$ cat src/rtl/pseudo_spi_sram_loader_pkg.sv
// Shared definitions for the pseudo-SPI SRAM loader: width parameters and
// FSM state encoding.
package pseudo_spi_sram_loader_pkg;

  localparam int MEMORY_DATA_WIDTH = 8;
  localparam int MEMORY_ADDR_WIDTH = 9;
  localparam int RESERVED_DATA_LEN = 8;
  localparam int BIT_CNT_WIDTH     = $clog2(MEMORY_DATA_WIDTH + 1);

  typedef enum logic [2:0] {
    LDR_IDLE  = 3'd0,
    LDR_ARM   = 3'd1,
    LDR_SHIFT = 3'd2,
    LDR_WRITE = 3'd3,
    LDR_DONE  = 3'd4
  } ldr_state_e;

endpackage

$ cat src/rtl/pseudo_spi_sram_loader_deser.sv
// Deserialiser for the pseudo-SPI receive path.
// Registers SCLK1/SCLK2/LAT once in the system clock and detects rising edges,
// shifts SPI_SI in LSB first on SCLK2 edges, counts bits (saturating at a full
// frame) and flags framing errors.
// Ports:
//   i_clk, i_rst_n      system clock, async active-low reset
//   i_sclk1/i_sclk2     two-phase serial clocks
//   i_lat               byte-complete strobe
//   i_spi_si            serial data, LSB first
//   i_shift_en          edges are acted upon only while high
//   i_clr_cnt           clear bit counter
//   i_clr_err           clear sticky framing error
//   o_byte              shift register value including any bit shifted this cycle
//   o_byte_vld          LAT edge with a complete frame
//   o_frm_err           sticky framing error
module pseudo_spi_sram_loader_deser
  import pseudo_spi_sram_loader_pkg::*;
(
  input  logic                         i_clk,
  input  logic                         i_rst_n,
  input  logic                         i_sclk1,
  input  logic                         i_sclk2,
  input  logic                         i_lat,
  input  logic                         i_spi_si,
  input  logic                         i_shift_en,
  input  logic                         i_clr_cnt,
  input  logic                         i_clr_err,
  output logic [MEMORY_DATA_WIDTH-1:0] o_byte,
  output logic                         o_byte_vld,
  output logic                         o_frm_err
);

  localparam logic [BIT_CNT_WIDTH-1:0] FULL_CNT = BIT_CNT_WIDTH'(MEMORY_DATA_WIDTH);

  logic                         r_sclk1_q, r_sclk1_qq;
  logic                         r_sclk2_q, r_sclk2_qq;
  logic                         r_lat_q, r_lat_qq;
  logic [MEMORY_DATA_WIDTH-1:0] r_sreg;
  logic [BIT_CNT_WIDTH-1:0]     r_bit_cnt;
  logic                         r_frm_err;

  logic                         w_sclk2_rise;
  logic                         w_lat_rise;
  logic                         w_unused_sclk1_rise;
  logic [MEMORY_DATA_WIDTH-1:0] w_sreg_nxt;
  logic [BIT_CNT_WIDTH-1:0]     w_cnt_nxt;
  logic                         w_overflow;
  logic                         w_short;

  // Phase-1 edges mark when the transmitter updates SPI_SI; the receiver has
  // nothing to do on them, sampling happens on phase 2.
  assign w_unused_sclk1_rise = r_sclk1_q & ~r_sclk1_qq;

  assign w_sclk2_rise = r_sclk2_q & ~r_sclk2_qq & i_shift_en;
  assign w_lat_rise   = r_lat_q & ~r_lat_qq & i_shift_en;

  assign w_sreg_nxt = w_sclk2_rise ? {i_spi_si, r_sreg[MEMORY_DATA_WIDTH-1:1]} : r_sreg;
  assign w_overflow = w_sclk2_rise && (r_bit_cnt == FULL_CNT);
  assign w_cnt_nxt  = (w_sclk2_rise && (r_bit_cnt != FULL_CNT)) ? r_bit_cnt + 1'b1 : r_bit_cnt;

  // LAT is judged on the count including a bit shifted in the same cycle.
  assign o_byte_vld = w_lat_rise & (w_cnt_nxt == FULL_CNT);
  assign w_short    = w_lat_rise & (w_cnt_nxt != FULL_CNT);
  assign o_byte     = w_sreg_nxt;
  assign o_frm_err  = r_frm_err;

  always_ff @(posedge i_clk or negedge i_rst_n) begin
    if (!i_rst_n) begin
      r_sclk1_q  <= 1'b0;
      r_sclk1_qq <= 1'b0;
      r_sclk2_q  <= 1'b0;
      r_sclk2_qq <= 1'b0;
      r_lat_q    <= 1'b0;
      r_lat_qq   <= 1'b0;
      r_sreg     <= '0;
      r_bit_cnt  <= '0;
      r_frm_err  <= 1'b0;
    end else begin
      r_sclk1_q  <= i_sclk1;
      r_sclk1_qq <= r_sclk1_q;
      r_sclk2_q  <= i_sclk2;
      r_sclk2_qq <= r_sclk2_q;
      r_lat_q    <= i_lat;
      r_lat_qq   <= r_lat_q;
      r_sreg     <= w_sreg_nxt;

      if (i_clr_cnt || w_short) begin
        r_bit_cnt <= '0;
      end else begin
        r_bit_cnt <= w_cnt_nxt;
      end

      if (i_clr_err) begin
        r_frm_err <= 1'b0;
      end else if (w_overflow || w_short) begin
        r_frm_err <= 1'b1;
      end
    end
  end

endmodule

$ cat src/rtl/pseudo_spi_sram_loader.sv
// Receive side of the pseudo-SPI link: deserialises bytes and writes them into
// a 512x8 SRAM from i_addr_bgn downward.
// Ports:
//   i_clk, i_rst_n        system clock, async active-low reset
//   i_bgn                 level start; rising edge arms a transfer, low aborts
//   i_addr_bgn            address of first (highest) byte
//   i_data_len            byte count minus one
//   i_sclk1/i_sclk2/i_lat serial clocks and byte strobe
//   i_spi_si              serial data, LSB first
//   o_cen/o_wen           SRAM chip/write enable, active low
//   o_a/o_d               SRAM address / write data
//   o_rdy                 idle, ready for a new start
//   o_done                transfer complete, held until i_bgn falls
//   o_frm_err             sticky framing error
//
// state     | meaning
// LDR_IDLE  | waiting for a rising edge on i_bgn
// LDR_ARM   | load start address, byte count; clear framing error
// LDR_SHIFT | collecting serial bits until LAT
// LDR_WRITE | single-cycle SRAM write of the received byte
// LDR_DONE  | all bytes written, waiting for i_bgn to fall
module pseudo_spi_sram_loader
  import pseudo_spi_sram_loader_pkg::*;
(
  input  logic                         i_clk,
  input  logic                         i_rst_n,
  input  logic                         i_bgn,
  input  logic [MEMORY_ADDR_WIDTH-1:0] i_addr_bgn,
  input  logic [RESERVED_DATA_LEN-1:0] i_data_len,
  input  logic                         i_sclk1,
  input  logic                         i_sclk2,
  input  logic                         i_lat,
  input  logic                         i_spi_si,
  output logic                         o_cen,
  output logic                         o_wen,
  output logic [MEMORY_ADDR_WIDTH-1:0] o_a,
  output logic [MEMORY_DATA_WIDTH-1:0] o_d,
  output logic                         o_rdy,
  output logic                         o_done,
  output logic                         o_frm_err
);

  ldr_state_e                   r_state, w_state_nxt;
  logic                         r_bgn_q;
  logic [MEMORY_ADDR_WIDTH-1:0] r_addr;
  logic [RESERVED_DATA_LEN-1:0] r_bytes_left;
  logic                         r_cen, r_wen;
  logic [MEMORY_ADDR_WIDTH-1:0] r_a;
  logic [MEMORY_DATA_WIDTH-1:0] r_d;

  logic                         w_bgn_rise;
  logic                         w_shift_en;
  logic                         w_clr_cnt;
  logic                         w_clr_err;
  logic [MEMORY_DATA_WIDTH-1:0] w_byte;
  logic                         w_byte_vld;

  assign w_bgn_rise = i_bgn & ~r_bgn_q;

  pseudo_spi_sram_loader_deser u_deser (
    .i_clk      (i_clk),
    .i_rst_n    (i_rst_n),
    .i_sclk1    (i_sclk1),
    .i_sclk2    (i_sclk2),
    .i_lat      (i_lat),
    .i_spi_si   (i_spi_si),
    .i_shift_en (w_shift_en),
    .i_clr_cnt  (w_clr_cnt),
    .i_clr_err  (w_clr_err),
    .o_byte     (w_byte),
    .o_byte_vld (w_byte_vld),
    .o_frm_err  (o_frm_err)
  );

  always_comb begin
    w_state_nxt = r_state;
    w_shift_en  = 1'b0;
    w_clr_cnt   = 1'b0;
    w_clr_err   = 1'b0;
    case (r_state)
      LDR_IDLE: begin
        if (w_bgn_rise) w_state_nxt = LDR_ARM;
      end
      LDR_ARM: begin
        w_clr_cnt   = 1'b1;
        w_clr_err   = 1'b1;
        w_state_nxt = i_bgn ? LDR_SHIFT : LDR_IDLE;
      end
      LDR_SHIFT: begin
        w_shift_en = 1'b1;
        if (!i_bgn) begin
          w_state_nxt = LDR_IDLE;
        end else if (w_byte_vld) begin
          w_state_nxt = LDR_WRITE;
        end
      end
      LDR_WRITE: begin
        w_clr_cnt = 1'b1;
        if (!i_bgn) begin
          w_state_nxt = LDR_IDLE;
        end else if (r_bytes_left == '0) begin
          w_state_nxt = LDR_DONE;
        end else begin
          w_state_nxt = LDR_SHIFT;
        end
      end
      LDR_DONE: begin
        if (!i_bgn) w_state_nxt = LDR_IDLE;
      end
      default: w_state_nxt = LDR_IDLE;
    endcase
  end

  always_ff @(posedge i_clk or negedge i_rst_n) begin
    if (!i_rst_n) begin
      r_state      <= LDR_IDLE;
      r_bgn_q      <= 1'b0;
      r_addr       <= '0;
      r_bytes_left <= '0;
      r_cen        <= 1'b1;
      r_wen        <= 1'b1;
      r_a          <= '0;
      r_d          <= '0;
    end else begin
      r_state <= w_state_nxt;
      r_bgn_q <= i_bgn;

      if (r_state == LDR_ARM) begin
        r_addr       <= i_addr_bgn;
        r_bytes_left <= i_data_len;
      end else if (r_state == LDR_WRITE && i_bgn && r_bytes_left != '0) begin
        // Descending order; address 0 wraps naturally to the top of the SRAM.
        r_addr       <= r_addr - 1'b1;
        r_bytes_left <= r_bytes_left - 1'b1;
      end

      // SRAM strobes are registered from the next state so they line up
      // exactly with the WRITE cycle.
      r_cen <= (w_state_nxt != LDR_WRITE);
      r_wen <= (w_state_nxt != LDR_WRITE);
      if (w_state_nxt == LDR_WRITE) begin
        r_a <= r_addr;
        r_d <= w_byte;
      end
    end
  end

  assign o_cen  = r_cen;
  assign o_wen  = r_wen;
  assign o_a    = r_a;
  assign o_d    = r_d;
  assign o_rdy  = (r_state == LDR_IDLE);
  assign o_done = (r_state == LDR_DONE);

endmodule

$ cat config.mk
export PLATFORM = sky130hd
export DESIGN_NAME = pseudo_spi_sram_loader
export DESIGN_NICKNAME = d
export VERILOG_FILES = /design/src/rtl/pseudo_spi_sram_loader_pkg.sv /design/src/rtl/pseudo_spi_sram_loader_deser.sv /design/src/rtl/pseudo_spi_sram_loader.sv
export SDC_FILE = /design/constraint.sdc
export NUM_CORES = 1
export LEC_CHECK = 0
export CAP_MARGIN = 20
export CORE_MARGIN = 4
export CORE_UTILIZATION = 53
export CTS_CLUSTER_DIAMETER = 60
export DETAILED_ROUTE_END_ITERATION = 6
export PLACE_DENSITY_LB_ADDON = 0.12
export SKIP_CTS_REPAIR_TIMING = 1
export SYNTH_ARGS = -nofsm -noshare
export SYNTH_HDL_FRONTEND = slang
export SYNTH_SLANG_ARGS = --single-unit
$ cat constraint.sdc
create_clock -name i_clk -period 3 [get_ports i_clk]
set_input_delay 0.6 -clock i_clk [delete_from_list [all_inputs] [get_ports i_clk]]
set_output_delay 0.6 -clock i_clk [all_outputs]
set_load 0.01 [all_outputs]
==> metrics, run 1 <==
RSZ-0062 raised after global routing=no; CP Class=flip-flop to flip-flop; Max Clock Freq=about 350 MHz; setup_tns=0 ns; total global-route track usage=a little under a fifth; TritonRoute pass-1 iters=4; Detailed Route WL=around 5.3 mm; H-Tree Depth=2; Final ANT Viol Nets=0; CP Max Fanout=10; Netlist cell types=47; clk_skew=approximately 0.0091 ns; clock latency on the worst-skew pair=0.31 ns; worst rel slew slack=54.3%; I/O Buffers=44; share of cells above drive strength 1=15.1%; gp weighted congestion=between 0.7 and 0.8; crit path DAT=a little over 3 ns; worst-margin pin slew=roughly 0.68 ns; post-synthesis sequential area ratio=52.2%; WL/cell=between 10 and 15 um; Die ar.=roughly 0.0063 mm2; PwrDens=approximately 530 mW/mm2; row count=25; Fin. Hold Viols=0; global route overflow=0; clk buf depth=2; CP required=about 3.2 ns; largest net degree at the start of global routing=33; most frequent cells in the layout=55 x dfrtp_1, 49 x nand2_1, 43 x clkdlybuf4s50_1, 15 x o21ai_0, 14 x buf_4; Slew Limit Fails=0; vias per cell=~5.3; Area growth syn-to-layout=24.1%; Synthesized Nets=around 280; Ports=46; Syn Inst Count=247; Crit. End Element=flip-flop; die height=roughly 79 um; initial core utilization=a little under three fifths; number of global-route vias before repair=a little under 2000; initial DRC count=97; VDD IR max=0.364 mV; average cell area after synthesis=about 11 um2; fin crit share=between 90% and 100%; Clock Pin Slew Worst Setup and Hold Paths=roughly 0.1 ns; Syn. warnings=0; synthesized area=0.00269 mm2; dpl hpwl=3.86 mm; Synth area leaders=dfrtp_1 51%, nand2_1 6.8%, mux2_4 5.0%; CTS sink count=56; # nets final=around 330; status=finished, final reports clean; worst hold-check path type=input pin to async pin; CTS tree=yes; first-pass GRT wire length=roughly 9 mm; DRC viols=0; Setup-failing EPs final=0; maxcap violations=0; initial antenna violation count=0; launching element type of the critical path=flip-flop; Lkg Pwr=around 1.4 nW; antenna cells=0; Synth top area share=51.2%; Root Driver=clkbuf_8; commonest non-fill, non-tap cell in the layout=dfrtp_1; Num CTS Buffers=5; fill count=417; via count=between 1500 and 2000; Place WS=approximately 0.17 ns; Yosys top cell by area=dfrtp_1; Final min period=2.85 ns; core box area=0.00482 mm2; die width=roughly 79 um; synthesized flop and latch total=56; final worst slack=between 0.15 and 0.2 ns
[stage by stage]
step | area (um2) | hold slack, ns | total power (W) | utilization [%] | cells
after floorplan | 2690 | 0.304 | 0.00123 | - | 247
after global placement | 3250 | 0.362 | 0.00136 | 67.5 | 363
after detailed placement | 3250 | 0.370 | 0.00139 | 67.5 | 363
after CTS | 3330 | 0.0852 | 0.00179 | 69.2 | 371
after global routing | 3330 | 0.0802 | 0.00189 | 69.2 | 371
final | 3330 | 0.0902 | 0.00177 | 69.2 | 371
[logic make-up after synthesis]
logic type	after synthesis	synth area share [%]
multiplexers	21	9.92
adder cells (fa/ha/maj)	4	1.86
flip-flops	56	52.2
XOR/XNOR	15	4.89
AND/OR/NAND/NOR	101	19.2
buffers and inverters	16	3.12
AO/OA/AOI/OAI	34	8.76
[final timing paths]
check	from	to	slack [ns]	cells past startpoint
max reg2reg	r_state[0]	o_d[6]	0.15	6
max in group asynchronous	i_rst_n	r_bytes_left[0]	2.30	2
min in group i_clk	u_deser.r_lat_q	u_deser.r_lat_qq	0.38	0
max	r_state[0]	o_d[6]	0.15	6
min	i_rst_n	u_deser.r_sreg[0]	0.09	1
min reg2reg	u_deser.r_lat_q	u_deser.r_lat_qq	0.38	0
[layer usage]
layer | part of all wire, % | global-route usage, %
met5 | 0 | 0
met4 | 2.1 | 8.42
met1 | 47 | 25.2
met3 | 4.4 | 4.08
met2 | 46 | 28.4
[worst max-delay path, stage by stage, from the launching register on]
cell	delay, ns
dfrtp_1	0.41
or3b_4	0.44
nor4_1	0.46
a31oi_2	0.12
nor4_4	0.61
buf_4	0.34
mux2_2	0.35
[registers in the layout, summed over array words and instances, names as in the netlist, 3 cells and up]
name	count
o_a	9
r_addr	9
o_d	8
r_bytes_left	8
u_deser.r_sreg	8
u_deser.r_bit_cnt	4
r_state	3
[power by group]
part	total [W]	internal [W]	leakage, nW	switching, W
logic	0.000394	0.000197	0.677	0.000197
registers	0.000980	0.000872	0.729	0.000108
clock network	0.000397	0.000165	0.0422	0.000233
total	0.00177	0.00123	1.45	0.000538
[cells in the mapped netlist (all sizes together)]
master	instances
or4	2
nor4	6
nand2b	2
nand4	1
ha	4
inv	7
a21oi	5
a41oi	1
nor3	6
dfstp	1
and3b	1
o21a	3
o31a	2
dfrtp	55
o21ai	15
nor2	10
nand3b	1
o41ai	1
nand4b	3
or2	1
buf	4
or3	1
mux2	18
xor2	6
a21o	1
nand3	2
a2111oi	1
a211oi	1
nand2	49
nor4b	1
a31oi	3
mux2i	3
a311oi	1
nor2b	7
clkbuf	5
xnor2	9
and3	1
and2	1
nor3b	5
or3b	1
[area by class of cell]
cell class / count / area, um2 / share of cell area, %
inverter: 7 / 26.3 / 0.788
multi-input combinational: 175 / 1200 / 36.0
clock buffer: 7 / 76.3 / 2.29
clock inverter: 1 / 5.00 / 0.150
sequential: 56 / 1400 / 42.1
tap: 67 / 83.8 / 2.51
timing repair buffer: 58 / 541 / 16.2
Note: power is estimated with default switching activity, not from simulation.
==> run 2, diff against run 1 <==
--- a/config.mk
+++ b/config.mk
@@ -5,8 +5,9 @@
 export SDC_FILE = /design/constraint.sdc
 export NUM_CORES = 1
 export LEC_CHECK = 0
+export ABC_CLOCK_PERIOD_IN_PS = 3000
 export CAP_MARGIN = 20
-export CORE_MARGIN = 4
+export CORE_MARGIN = 2
 export CORE_UTILIZATION = 53
 export CTS_CLUSTER_DIAMETER = 60
 export DETAILED_ROUTE_END_ITERATION = 6
==> metrics, run 2 (synthesis gave the netlist of run 1 again) <==
commonest non-fill, non-tap cell in the layout=dfrtp_1; vias per cell=5.15 (-2.6%); worst hold-check path type=input pin to async pin; CP required=3.20 ns (about the same); initial core utilization=55.8% (unchanged); Die ar.=0.00565 mm2 (-9.8%); Area growth syn-to-layout=23.6%; clk_skew=0.00910 ns (+0.0000420 ns); initial antenna violation count=0 (unchanged); worst rel slew slack=55.2% (+0.96 points); worst-margin pin slew=0.670 ns (-0.0107 ns); Crit. End Element=flip-flop; Fin. Hold Viols=0 (unchanged); dpl hpwl=3.54 mm (-8.3%); most frequent cells in the layout=55 x dfrtp_1, 49 x nand2_1, 43 x clkdlybuf4s50_1, 15 x o21ai_0, 11 x buf_4; gp weighted congestion=0.798 (+3.4%); CP max-delay cell=nor4_4; CP Class=flip-flop to flip-flop; antenna cells=0 (unchanged); Setup-failing EPs final=0 (unchanged); Final ANT Viol Nets=0 (unchanged); largest net degree at the start of global routing=32 (-3.0%); DRC viols=0 (unchanged); PwrDens=534 mW/mm2 (+0.45%); Final min period=2.80 ns (-0.0523 ns); maxcap violations=0 (unchanged); clock latency on the worst-skew pair=0.31 ns (about the same); global route overflow=0 (unchanged); launching element type of the critical path=flip-flop; setup_tns=0 ns (unchanged); number of global-route vias before repair=1758 (-9.4%); CTS tree=yes; row count=25 (unchanged); CP Max Fanout=10 (unchanged); Clock Pin Slew Worst Setup and Hold Paths=0.10 ns (about the same); Max Clock Freq=358 MHz (+1.9%); Num CTS Buffers=5 (unchanged); I/O Buffers=44 (unchanged); Placed Area=0.00323 mm2 (-0.69%); placed insts=360 (-0.83%); Slew Limit Fails=0 (unchanged); slowest stage delay, CP=0.51 ns (-0.10 ns); CTS sink count=56 (unchanged); Root Driver=clkbuf_8; H-Tree Depth=2 (unchanged); crit path DAT=3.00 ns (-0.05 ns); status=finished, final reports clean; final instance area=0.00332 mm2 (-0.45%); RSZ-0062 raised after global routing=no; VDD IR max=0.334 mV (-8.3%); TritonRoute pass-1 iters=4 (unchanged); die height=75.2 um (-5.1%); via count=1894 (-3.4%); Layout Cells excl Fill=368 (-0.81%); Detailed Route WL=4.87 mm (-8.1%); share of cells above drive strength 1=14.6% (-0.51 points); total global-route track usage=19.1% (+0.55 points); Ports=46 (unchanged); WL/cell=13.2 um (-7.4%); clk buf depth=2 (unchanged); Lkg Pwr=1.43 nW (-1.2%); # nets final=328 (-0.91%); initial DRC count=105 (+8.2%); fin crit share=93.2% (-1.7 points); die width=75.2 um (-5.1%); core box area=0.00482 mm2 (unchanged); first-pass GRT wire length=8.17 mm (-9.7%); CP Cell Sequence=inv_1, ha_1, nor2b_1, o41ai_4, a31oi_2, nor4_4, buf_4, mux2_2
[run 2: cell types whose count changed in the layout (fill, tap and decap cells not counted)]
cell / delta
clkbuf_1: -1
buf_4: -3
clkinvlp_4: +1
clkinv_2: -1
clkinv_4: +1
[run 2: critical path: cells and delay by family (launching register included)]
| family | cells | cell delay (ns) |
|---|---|---|
| AOI/OAI and AO/OA | 2 | 0.49 |
| adders and majority gates | 1 | 0.24 |
| buffers and inverters | 2 | 0.44 |
| DFF | 1 | 0.47 |
| muxes | 1 | 0.35 |
| and+or+nand+nor | 2 | 0.70 |
[run 2: per-stage QoR]
stage | hold slack [ns] | setup WS, ns | power [W] | util, %
floorplan | 0.304 | 0.458 | 0.00123 | -
global placement | 0.360 | 0.192 | 0.00136 | 67.1
detailed placement | 0.377 | 0.142 | 0.00138 | 67.1
CTS | 0.0538 | 0.114 | 0.00179 | 68.9
global route | 0.0492 | 0.0420 | 0.00189 | 68.9
finish | 0.0616 | 0.203 | 0.00177 | 68.9
[run 2: where the power goes]
part	total, W	switching, W	internal [W]
Sequential	0.000984	0.000113	0.000872
Combinational	0.000376	0.000185	0.000191
Clock	0.000411	0.000244	0.000167
[run 2: cell type report]
| class | count | area, um2 |
|---|---|---|
| timing repair buffer | 55 | 518 |
| multi-input combinational | 175 | 1200 |
| clock inverter | 2 | 16.3 |
| tap | 67 | 83.8 |
| inverter | 7 | 26.3 |
| sequential | 56 | 1400 |
| fill | 392 | 1500 |
| clock buffer | 6 | 72.6 |
[run 2: metal layers]
layer | global-route usage (%) | share of wire, % | vias to the layer above
li1 | - | - | 956
met1 | 27.4 | 48 | 882
met2 | 28.7 | 45 | 46
met3 | 4.42 | 5.1 | 10
met4 | 6.43 | 1.7 | 0
met5 | 0 | 0 | -
[run 2: final timing paths]
check / start / end / slack (ns) / depth (start not counted)
min in group i_clk: u_deser.r_sclk2_q / u_deser.r_sclk2_qq / 0.41 / 0
worst max register to register: u_deser.r_bit_cnt[0] / o_d[6] / 0.20 / 8
worst min-delay path: i_rst_n / o_d[2] / 0.06 / 1
worst max-delay path: u_deser.r_bit_cnt[0] / o_d[6] / 0.20 / 8
max in group asynchronous: i_rst_n / r_addr[3] / 2.37 / 2
worst min register to register: u_deser.r_sclk2_q / u_deser.r_sclk2_qq / 0.41 / 0
